$ cat config.mk
export PLATFORM = sky130hd
export DESIGN_NAME = axil_cmd_master_flat
export DESIGN_NICKNAME = d
export VERILOG_FILES = /design/src/rtl/axil_cmd_master_if.sv /design/src/rtl/axil_cmd_master.sv /design/src/flat_wrapper.sv
export SDC_FILE = /design/constraint.sdc
export NUM_CORES = 1
export LEC_CHECK = 0
export ABC_AREA = 1
export CAP_MARGIN = 20
export CORE_ASPECT_RATIO = 1.1
export CORE_MARGIN = 2
export CORE_UTILIZATION = 35
export CTS_BUF_LIST = sky130_fd_sc_hd__clkbuf_4 sky130_fd_sc_hd__clkbuf_8 sky130_fd_sc_hd__clkbuf_16
export DETAILED_ROUTE_END_ITERATION = 10
export PLACE_DENSITY = 0.7
export SKIP_CTS_REPAIR_TIMING = 1
export SLEW_MARGIN = 30
export SYNTH_ARGS = -nofsm -noshare
export SYNTH_HDL_FRONTEND = slang
export SYNTH_SLANG_ARGS = --single-unit
export TNS_END_PERCENT = 20
$ cat constraint.sdc
create_clock -name CLK -period 3 [get_ports CLK]
set_clock_uncertainty 0.1 [all_clocks]
set_input_delay 0.45 -clock CLK [delete_from_list [all_inputs] [get_ports CLK]]
set_output_delay 0.45 -clock CLK [all_outputs]
set_load 0.01 [all_outputs]
$ cat src/rtl/axil_cmd_master_if.sv
// AXI4-Lite bus bundle between a single master and a single slave.
interface axil_cmd_master_if #(
  parameter int unsigned ADDR_WIDTH = 32,
  parameter int unsigned DATA_WIDTH = 32
);
  logic                    awvalid;
  logic                    awready;
  logic [ADDR_WIDTH-1:0]   awaddr;
  logic [2:0]              awprot;
  logic                    wvalid;
  logic                    wready;
  logic [DATA_WIDTH-1:0]   wdata;
  logic [DATA_WIDTH/8-1:0] wstrb;
  logic                    bvalid;
  logic                    bready;
  logic [1:0]              bresp;
  logic                    arvalid;
  logic                    arready;
  logic [ADDR_WIDTH-1:0]   araddr;
  logic [2:0]              arprot;
  logic                    rvalid;
  logic                    rready;
  logic [DATA_WIDTH-1:0]   rdata;
  logic [1:0]              rresp;

  modport master (
    output awvalid, awaddr, awprot, wvalid, wdata, wstrb, bready,
    output arvalid, araddr, arprot, rready,
    input  awready, wready, bvalid, bresp, arready, rvalid, rdata, rresp
  );

  modport slave (
    input  awvalid, awaddr, awprot, wvalid, wdata, wstrb, bready,
    input  arvalid, araddr, arprot, rready,
    output awready, wready, bvalid, bresp, arready, rvalid, rdata, rresp
  );
endinterface

$ cat src/rtl/axil_cmd_master.sv
// Command-stream to AXI4-Lite master bridge: one transaction in flight, with a hung-slave
// timeout that aborts the transfer and latches a sticky halted flag.
module axil_cmd_master #(
  parameter int unsigned ADDR_WIDTH     = 32,
  parameter int unsigned DATA_WIDTH     = 32,
  parameter int unsigned TIMEOUT_CYCLES = 1024
) (
  input  logic                    CLK,
  input  logic                    RSTn,
  input  logic                    cmd_valid,
  output logic                    cmd_ready,
  input  logic                    cmd_write,
  input  logic [ADDR_WIDTH-1:0]   cmd_addr,
  input  logic [DATA_WIDTH-1:0]   cmd_wdata,
  input  logic [DATA_WIDTH/8-1:0] cmd_wstrb,
  output logic                    rsp_valid,
  input  logic                    rsp_ready,
  output logic [DATA_WIDTH-1:0]   rsp_rdata,
  output logic [1:0]              rsp_resp,
  output logic                    rsp_timeout,
  output logic                    halted,
  axil_cmd_master_if.master       m_axi
);

  localparam int unsigned StrbW = DATA_WIDTH / 8;
  localparam int unsigned CntW  = (TIMEOUT_CYCLES > 0) ? $clog2(TIMEOUT_CYCLES + 1) : 1;
  localparam logic [CntW-1:0] CntMax = CntW'(TIMEOUT_CYCLES);

  localparam logic [2:0] StIdle = 3'd0;
  localparam logic [2:0] StWr   = 3'd1;
  localparam logic [2:0] StWrB  = 3'd2;
  localparam logic [2:0] StRdAr = 3'd3;
  localparam logic [2:0] StRdR  = 3'd4;
  localparam logic [2:0] StRsp  = 3'd5;
  localparam logic [2:0] StHalt = 3'd6;

  logic [2:0]            state_q, state_d;
  logic                  awvalid_q, awvalid_d;
  logic                  wvalid_q, wvalid_d;
  logic                  bready_q, bready_d;
  logic                  arvalid_q, arvalid_d;
  logic                  rready_q, rready_d;
  logic [ADDR_WIDTH-1:0] addr_q, addr_d;
  logic [DATA_WIDTH-1:0] wdata_q, wdata_d;
  logic [StrbW-1:0]      wstrb_q, wstrb_d;
  logic [DATA_WIDTH-1:0] rdata_q, rdata_d;
  logic [1:0]            resp_q, resp_d;
  logic                  timeout_q, timeout_d;
  logic                  halted_q, halted_d;
  logic [CntW-1:0]       cnt_q, cnt_d;

  logic aw_fire, w_fire, b_fire, ar_fire, r_fire;
  logic busy, expired, abort;

  assign aw_fire = awvalid_q && m_axi.awready;
  assign w_fire  = wvalid_q && m_axi.wready;
  assign b_fire  = bready_q && m_axi.bvalid;
  assign ar_fire = arvalid_q && m_axi.arready;
  assign r_fire  = rready_q && m_axi.rvalid;

  assign busy    = (state_q == StWr) || (state_q == StWrB) ||
                   (state_q == StRdAr) || (state_q == StRdR);
  // Limit is reached on the edge that would take the counter to TIMEOUT_CYCLES.
  assign expired = (TIMEOUT_CYCLES != 0) && ((32'(cnt_q) + 32'd1) >= TIMEOUT_CYCLES);

  always_comb begin
    state_d   = state_q;
    awvalid_d = awvalid_q;
    wvalid_d  = wvalid_q;
    bready_d  = bready_q;
    arvalid_d = arvalid_q;
    rready_d  = rready_q;
    addr_d    = addr_q;
    wdata_d   = wdata_q;
    wstrb_d   = wstrb_q;
    rdata_d   = rdata_q;
    resp_d    = resp_q;
    timeout_d = timeout_q;
    halted_d  = halted_q;
    cnt_d     = cnt_q;
    abort     = 1'b0;

    if (busy && (cnt_q != CntMax)) cnt_d = cnt_q + CntW'(1);

    case (state_q)
      StIdle: begin
        if (cmd_valid) begin
          addr_d    = cmd_addr;
          wdata_d   = cmd_wdata;
          wstrb_d   = cmd_wstrb;
          cnt_d     = '0;
          timeout_d = 1'b0;
          if (cmd_write) begin
            awvalid_d = 1'b1;
            wvalid_d  = 1'b1;
            state_d   = StWr;
          end else begin
            arvalid_d = 1'b1;
            state_d   = StRdAr;
          end
        end
      end
      StWr: begin
        if (aw_fire) awvalid_d = 1'b0;
        if (w_fire)  wvalid_d  = 1'b0;
        if (!(awvalid_q && !aw_fire) && !(wvalid_q && !w_fire)) begin
          bready_d = 1'b1;
          state_d  = StWrB;
        end else if (!aw_fire && !w_fire && expired) begin
          abort = 1'b1;
        end
      end
      StWrB: begin
        if (b_fire) begin
          rdata_d  = '0;
          resp_d   = m_axi.bresp;
          bready_d = 1'b0;
          state_d  = StRsp;
        end else if (expired) begin
          abort = 1'b1;
        end
      end
      StRdAr: begin
        if (ar_fire) begin
          arvalid_d = 1'b0;
          rready_d  = 1'b1;
          state_d   = StRdR;
        end else if (expired) begin
          abort = 1'b1;
        end
      end
      StRdR: begin
        if (r_fire) begin
          rdata_d  = m_axi.rdata;
          resp_d   = m_axi.rresp;
          rready_d = 1'b0;
          state_d  = StRsp;
        end else if (expired) begin
          abort = 1'b1;
        end
      end
      StRsp: begin
        if (rsp_ready) state_d = timeout_q ? StHalt : StIdle;
      end
      StHalt: state_d = StHalt;
      default: state_d = StIdle;
    endcase

    // Abort deliberately breaks the AXI protocol so a hung slave is visible upstream.
    if (abort) begin
      awvalid_d = 1'b0;
      wvalid_d  = 1'b0;
      bready_d  = 1'b0;
      arvalid_d = 1'b0;
      rready_d  = 1'b0;
      rdata_d   = '0;
      resp_d    = 2'b10;
      timeout_d = 1'b1;
      halted_d  = 1'b1;
      state_d   = StRsp;
    end
  end

  always_ff @(posedge CLK or negedge RSTn) begin
    if (!RSTn) begin
      state_q   <= StIdle;
      awvalid_q <= 1'b0;
      wvalid_q  <= 1'b0;
      bready_q  <= 1'b0;
      arvalid_q <= 1'b0;
      rready_q  <= 1'b0;
      addr_q    <= '0;
      wdata_q   <= '0;
      wstrb_q   <= '0;
      rdata_q   <= '0;
      resp_q    <= 2'b00;
      timeout_q <= 1'b0;
      halted_q  <= 1'b0;
      cnt_q     <= '0;
    end else begin
      state_q   <= state_d;
      awvalid_q <= awvalid_d;
      wvalid_q  <= wvalid_d;
      bready_q  <= bready_d;
      arvalid_q <= arvalid_d;
      rready_q  <= rready_d;
      addr_q    <= addr_d;
      wdata_q   <= wdata_d;
      wstrb_q   <= wstrb_d;
      rdata_q   <= rdata_d;
      resp_q    <= resp_d;
      timeout_q <= timeout_d;
      halted_q  <= halted_d;
      cnt_q     <= cnt_d;
    end
  end

  assign cmd_ready   = (state_q == StIdle);
  assign rsp_valid   = (state_q == StRsp);
  assign rsp_rdata   = rdata_q;
  assign rsp_resp    = resp_q;
  assign rsp_timeout = timeout_q;
  assign halted      = halted_q;

  assign m_axi.awvalid = awvalid_q;
  assign m_axi.awaddr  = addr_q;
  assign m_axi.awprot  = 3'b000;
  assign m_axi.wvalid  = wvalid_q;
  assign m_axi.wdata   = wdata_q;
  assign m_axi.wstrb   = wstrb_q;
  assign m_axi.bready  = bready_q;
  assign m_axi.arvalid = arvalid_q;
  assign m_axi.araddr  = addr_q;
  assign m_axi.arprot  = 3'b000;
  assign m_axi.rready  = rready_q;

endmodule
$ cat src/flat_wrapper.sv
// flat-port wrapper written by rule: the top's interface ports become plain ports
module axil_cmd_master_flat 
#(
  parameter int unsigned ADDR_WIDTH     = 32,
  parameter int unsigned DATA_WIDTH     = 32,
  parameter int unsigned TIMEOUT_CYCLES = 1024
)
  (CLK, RSTn, cmd_valid, cmd_ready, cmd_write, cmd_addr, cmd_wdata, cmd_wstrb, rsp_valid, rsp_ready, rsp_rdata, rsp_resp, rsp_timeout, halted, m_axi_awvalid, m_axi_awaddr, m_axi_awprot, m_axi_wvalid, m_axi_wdata, m_axi_wstrb, m_axi_bready, m_axi_arvalid, m_axi_araddr, m_axi_arprot, m_axi_rready, m_axi_awready, m_axi_wready, m_axi_bvalid, m_axi_bresp, m_axi_arready, m_axi_rvalid, m_axi_rdata, m_axi_rresp);
  axil_cmd_master_if #(.ADDR_WIDTH(ADDR_WIDTH), .DATA_WIDTH(DATA_WIDTH)) m_axi_i ();
  input  logic CLK;
  input  logic RSTn;
  input  logic cmd_valid;
  output logic cmd_ready;
  input  logic cmd_write;
  input  logic [ADDR_WIDTH-1:0] cmd_addr;
  input  logic [DATA_WIDTH-1:0] cmd_wdata;
  input  logic [DATA_WIDTH/8-1:0] cmd_wstrb;
  output logic rsp_valid;
  input  logic rsp_ready;
  output logic [DATA_WIDTH-1:0] rsp_rdata;
  output logic [1:0] rsp_resp;
  output logic rsp_timeout;
  output logic halted;
  output wire logic [$bits(m_axi_i.awvalid)-1:0] m_axi_awvalid;
  output wire logic [$bits(m_axi_i.awaddr)-1:0] m_axi_awaddr;
  output wire logic [$bits(m_axi_i.awprot)-1:0] m_axi_awprot;
  output wire logic [$bits(m_axi_i.wvalid)-1:0] m_axi_wvalid;
  output wire logic [$bits(m_axi_i.wdata)-1:0] m_axi_wdata;
  output wire logic [$bits(m_axi_i.wstrb)-1:0] m_axi_wstrb;
  output wire logic [$bits(m_axi_i.bready)-1:0] m_axi_bready;
  output wire logic [$bits(m_axi_i.arvalid)-1:0] m_axi_arvalid;
  output wire logic [$bits(m_axi_i.araddr)-1:0] m_axi_araddr;
  output wire logic [$bits(m_axi_i.arprot)-1:0] m_axi_arprot;
  output wire logic [$bits(m_axi_i.rready)-1:0] m_axi_rready;
  input wire logic [$bits(m_axi_i.awready)-1:0] m_axi_awready;
  input wire logic [$bits(m_axi_i.wready)-1:0] m_axi_wready;
  input wire logic [$bits(m_axi_i.bvalid)-1:0] m_axi_bvalid;
  input wire logic [$bits(m_axi_i.bresp)-1:0] m_axi_bresp;
  input wire logic [$bits(m_axi_i.arready)-1:0] m_axi_arready;
  input wire logic [$bits(m_axi_i.rvalid)-1:0] m_axi_rvalid;
  input wire logic [$bits(m_axi_i.rdata)-1:0] m_axi_rdata;
  input wire logic [$bits(m_axi_i.rresp)-1:0] m_axi_rresp;
  assign m_axi_awvalid = m_axi_i.awvalid;
  assign m_axi_awaddr = m_axi_i.awaddr;
  assign m_axi_awprot = m_axi_i.awprot;
  assign m_axi_wvalid = m_axi_i.wvalid;
  assign m_axi_wdata = m_axi_i.wdata;
  assign m_axi_wstrb = m_axi_i.wstrb;
  assign m_axi_bready = m_axi_i.bready;
  assign m_axi_arvalid = m_axi_i.arvalid;
  assign m_axi_araddr = m_axi_i.araddr;
  assign m_axi_arprot = m_axi_i.arprot;
  assign m_axi_rready = m_axi_i.rready;
  assign m_axi_i.awready = m_axi_awready;
  assign m_axi_i.wready = m_axi_wready;
  assign m_axi_i.bvalid = m_axi_bvalid;
  assign m_axi_i.bresp = m_axi_bresp;
  assign m_axi_i.arready = m_axi_arready;
  assign m_axi_i.rvalid = m_axi_rvalid;
  assign m_axi_i.rdata = m_axi_rdata;
  assign m_axi_i.rresp = m_axi_rresp;
  axil_cmd_master #(.ADDR_WIDTH(ADDR_WIDTH), .DATA_WIDTH(DATA_WIDTH), .TIMEOUT_CYCLES(TIMEOUT_CYCLES)) u_core (.CLK(CLK), .RSTn(RSTn), .cmd_valid(cmd_valid), .cmd_ready(cmd_ready), .cmd_write(cmd_write), .cmd_addr(cmd_addr), .cmd_wdata(cmd_wdata), .cmd_wstrb(cmd_wstrb), .rsp_valid(rsp_valid), .rsp_ready(rsp_ready), .rsp_rdata(rsp_rdata), .rsp_resp(rsp_resp), .rsp_timeout(rsp_timeout), .halted(halted), .m_axi(m_axi_i));
endmodule
Word-level counts from Yosys, hierarchy flattened
Cells that the tools add are included.
Word-level totals
  register bits: 123
  output and inout port bits: 149
Operators by class
  $add $sub $neg: 2
  magnitude comparators: 1
  equal/unequal tests: 17
  muxes and demuxes: 52
  reduce and logical (&&, ||, !) cells: 35
Operators by type and width (number)
  32-bit two-way mux: 3
  32-bit one-hot mux with 2 select lines: 1
  11-bit two-way mux: 3
  32-bit by 11-bit >= comparator with 1-bit output, second input constant: 1
  1-bit two-way mux: 25
  3-bit two-way mux: 8
  3-bit by 1-bit inequality test with 1-bit output, second input constant: 7
  3-bit one-hot mux with 7 select lines: 1
  3-bit nonzero test: 5
  11-bit by 1-bit adder with 12-bit output, second input constant: 1
  4-bit AND reduction: 3
  11-bit by 1-bit adder with 11-bit output, second input constant: 1
  1-bit logical AND: 11
  11-bit inequality test, second input constant: 1
  1-bit one-hot mux with 2 select lines: 5
  3-bit == test, second input constant: 3
  3-bit by 2-bit inequality test with 1-bit output, second input constant: 3
  3-bit AND reduction: 3
  2-bit two-way mux: 4
  3-bit by 2-bit == test with 1-bit output, second input constant: 2
  6-bit AND reduction: 1
  1-bit logical NOT: 4
  1-bit one-hot mux with 4 select lines: 1
  2-bit one-hot mux with 2 select lines: 1
  5 further kinds: 9

Logic depth before layout (Yosys ltp)
  depth in word-level cells: 9
  depth in mapped cells: 13

Worst setup path before layout
Ideal clock, no wire load.
  kind: register to register
  from: register u_core.cnt_q[1]
  to: register u_core.rdata_q[25], in the netlist u_core.rsp_rdata[25]
  setup time: 0.076 ns
  arrival: 1.706 ns
  path slack: 1.118 ns
  stages on the path, launching flop included: 14
  cells stage by stage: dfrtp_1 ha_1 nand3_2 nor2_4 nand2_1 nand2_1 nand3_2 nand2_4 inv_2 o21ai_4 buf_6 buf_6 nand2_1 o21ai_1
On the way
  cells in the longest elaborated chain, start to end: 8
  elaborated cells on any way between the ends: 15
RTL lines
  start, declared: line axil_cmd_master.sv:50  | logic [CntW-1:0] cnt_q, cnt_d;
  start signal, assigned: line axil_cmd_master.sv:194  | cnt_q <= cnt_d;
  11-bit by 1-bit adder with 12-bit output (*): line axil_cmd_master.sv:64  | assign expired = (TIMEOUT_CYCLES != 0) && ((32'(cnt_q) + 32'd1) >= TIMEOUT_CYCLES);
  32-bit by 11-bit >= comparator with 1-bit output (*): line axil_cmd_master.sv:64
  1-bit logical AND: line axil_cmd_master.sv:109  | end else if (!aw_fire && !w_fire && expired) begin
  1-bit two-way mux: line axil_cmd_master.sv:109
  1-bit two-way mux: line axil_cmd_master.sv:106  | if (!(awvalid_q && !aw_fire) && !(wvalid_q && !w_fire)) begin
  1-bit one-hot mux with 4 select lines (*): line axil_cmd_master.sv:85  | case (state_q)
  3-bit by 1-bit inequality test with 1-bit output (no line) / 3-bit nonzero test (equally long branches)
  3-bit AND reduction (no line)
  end signal, assigned: line axil_cmd_master.sv:190  | rdata_q <= rdata_d;
  end, declared: line axil_cmd_master.sv:46  | logic [DATA_WIDTH-1:0] rdata_q, rdata_d;
Every way passes the cells marked *; elsewhere a longest branch is shown, timed or not.
A chain may end at the register's enable or synchronous reset.

Final worst setup path
  from: register u_core.state_q[1]
  to: output port cmd_ready
On the way
  cells in the longest elaborated chain, start to end: 1
RTL lines
  start, declared: line axil_cmd_master.sv:37  | logic [2:0] state_q, state_d;
  start signal, assigned: line axil_cmd_master.sv:166  | state_q <= StIdle;
  start signal, assigned: line axil_cmd_master.sv:181  | state_q <= state_d;
  3-bit logical NOT: line axil_cmd_master.sv:198  | assign cmd_ready = (state_q == StIdle);
  end, declared: line flat_wrapper.sv:13  | output logic cmd_ready;
Every way passes these cells.

==> key figures <==
Synthesis
  – Sequential area share after synthesis: 55.0%
  – Syn_area_per_cell: 8.30 sq um
  – Area of the mapped netlist: 5590 sq um
  – Synth Instances: 674
  – #FFs+latches synth: 123
  – YS warnings: 0
  – Synth unique cells: 33

Floorplanning
  – Site Rows: 48
  – Core area: 15700 sq um
  – Die Ht: 137 um
  – Die area: 17000 sq um
  – # IOs: 263
  – Die width: 125 um
  – Starting Density: 35.7%

Drt
  – Post-Route WL: 15500 um
  – Vias per cell: 4.54
  – Antenna-violating nets left: 0
  – Vias: 5034
  – WL/cell: 14.0 um
  – First-pass DRT Iterations: 4
  – Drc violations: 0
  – 1st-iter DRT viols: 276

Cells and area
  – Share of post-route cells with drive strength above 1: 7.03%
  – Diodes inserted: 0
  – Filler cells: 1438
  – Final Util: 55.4%
  – Nets: 1013
  – Most common cell after layout, fill and taps aside: nand2_1
  – Area Growth Syn to Fin: 55.1%
  – Most frequent cells in the layout: nand2_1 (324), clkdlybuf4s50_1 (255), dfrtp_1 (123), o21ai_1 (29)

GRT
  – All-Layer GR Usage: 18.2%
  – Gr ovfl total: 0
  – First-pass GRT wire length: 24600 um
  – Largest net degree at the start of global routing: 75
  – Antenna violations before repair: 0
  – Vias in the first global route: 4784

Clock tree
  – H-tree depth: 4
  – Clk_lat worst skew: 0.40 ns
  – CTS sink count: 123
  – Max Buffers Root-to-Sink: 2
  – Clock buffer count from CTS: 17
  – CTS clk-pin slew, worst paths: 0.05 ns
  – Root Driver: clkbuf_16
  – CTS tree: done

Setup path
  – Max FO, Critical Path: 7
  – Critical Path RT: 2.45 ns
  – Crit end category: output port
  – Crit path kind: flop to output port
  – Worst Path Arrival: 1.91 ns
  – Setup crit start kind: flop

STA
  – Final setup viols: 0
  – Unrepaired setup endpoints after global routing: false
  – Period utilisation layout: 82.0%
  – Slew Limit Fails: 0
  – Max Clk Rate: 407 MHz
  – Final Hold Viols: 0
  – Setup TNS: 0 ns
  – Setup slack after layout: 0.541 ns
  – Worst rel slew slack: 57.7%
  – Worst-Margin Slew: 0.634 ns
  – Tmin final: 2.46 ns

Pwr
  – Tot Pwr: 9.62 mW
  – Max VDD drop: 0.000473 V
  – Leakage: 4.04 nW
  – Power per cell area: 1110 nW/um^2

Placed design
  – DPL Wire Length: 11100 um
  – Pre-CTS setup slack: 0.456 ns
  – I/O Buffers: 256
  – Global placement routability congestion: 0.860

Status
  – Status: completed

Job
  – Max-cap violations: 0

Hold path
  – Hold crit path type: flop to flop
[logic make-up (layout without fill, tap and decap cells)]
| kind of cell | Yosys count | count (layout) | synth area share [%] |
|---|---|---|---|
| and+or+nand+nor | 381 | 381 | 27.1 |
| DFF | 123 | 123 | 55.0 |
| buffers and inverters | 94 | 325 | 9.57 |
| AOI/OAI and AO/OA | 68 | 68 | 6.87 |
| xor gates and xnor gates | 3 | 3 | 0.470 |
| adders and majority gates | 2 | 2 | 0.447 |
| muxes | 2 | 2 | 0.403 |
| other | 1 | 6 | 0.0670 |
[state kept, by name, summed over array words and instances (netlist names), 2 cells and up]
| signal | flops |
|---|---|
| u_core.m_axi.araddr | 32 |
| u_core.m_axi.wdata | 32 |
| u_core.rsp_rdata | 32 |
| u_core.cnt_q | 11 |
| u_core.m_axi.wstrb | 4 |
| u_core.state_q | 3 |
| u_core.rsp_resp | 2 |
[cells in the mapped netlist]
cell / count / area [sq um]
a21oi_1: 14 / 70.1
nand2_1: 324 / 1220
dfrtp_1: 123 / 3080
inv_2: 2 / 7.51
nand2_2: 1 / 6.26
o21bai_1: 1 / 7.51
o21ai_0: 16 / 80.1
a211oi_1: 1 / 7.51
nor2_4: 2 / 22.5
clkbuf_1: 16 / 60.1
o21ai_2: 4 / 35.0
nor2_2: 3 / 18.8
conb_1: 1 / 3.75
nand3_2: 3 / 30.0
inv_1: 25 / 93.8
nor3_1: 3 / 15.0
buf_6: 4 / 45.0
or2_2: 1 / 6.26
nand2_4: 1 / 11.3
xor2_1: 2 / 17.5
nand4_1: 4 / 25.0
clkinv_1: 1 / 3.75
nand3_1: 13 / 65.1
buf_4: 38 / 285
nand3b_1: 1 / 7.51
buf_2: 8 / 40.0
ha_1: 2 / 25.0
mux2_2: 2 / 22.5
o21ai_4: 2 / 32.5
nor2_1: 25 / 93.8
xnor2_1: 1 / 8.76
a31oi_1: 1 / 6.26
o21ai_1: 29 / 145
[per-stage QoR]
stage          hold WS [ns]  cells  cell area, sq um
2_1_floorplan        0.0544    679              5610
3_3_place_gp          0.353   1077              8100
6_report              0.369   1110              8680
5_1_grt               0.383   1110              8680
3_5_place_dp          0.358   1077              8100
4_1_cts             -0.0355   1109              8670
[power by group]
part	internal [mW]	switching, mW	leakage, nW
Clock	1.19	0.768	0.278
Sequential	2.43	0.553	1.57
Combinational	2.33	2.35	2.19
Total	5.94	3.67	4.04
[worst max-delay path: stages (launching register included)]
cell             delay, ns
dfrtp_1               0.45
nor2_1                0.21
nand2_1               0.19
inv_1                 0.13
clkdlybuf4s50_1       0.54
[per-layer routing]
| metal | vias to the layer above | routed length (um) | global-route usage [%] |
|---|---|---|---|
| met2 | 210 | 7300 | 28.8 |
| li1 | 2506 | - | - |
| met3 | 15 | 1380 | 6.22 |
| met1 | 2303 | 6600 | 23.2 |
| met5 | - | 0 | 0 |
| met4 | 0 | 208 | 6.74 |
[worst paths after layout]
path / start / end / slack (ns) / cells after the start
max in group asynchronous: RSTn / u_core.m_axi.wdata[6] / 1.47 / 3
setup / recovery: u_core.state_q[1] / cmd_ready / 0.54 / 4
min in group asynchronous: RSTn / u_core.rsp_rdata[30] / 0.49 / 2
setup reg to reg: u_core.cnt_q[1] / u_core.rsp_rdata[18] / 0.66 / 12
hold reg to reg: u_core.m_axi.wstrb[0] / u_core.m_axi.wstrb[0] / 0.37 / 2
hold / removal: u_core.m_axi.wstrb[0] / u_core.m_axi.wstrb[0] / 0.37 / 2
[final cells by class]
cell class                 count  area (sq um)  area share, %
sequential                   123          3080           35.5
timing repair buffer         265          2670           30.7
multi-input combinational    462          2010           23.1
clock buffer                  20           454           5.23
tap                          200           250           2.88
clock inverter                12           116           1.34
inverter                      28           105           1.21
No activity file was read; power rests on OpenSTA's default activity.
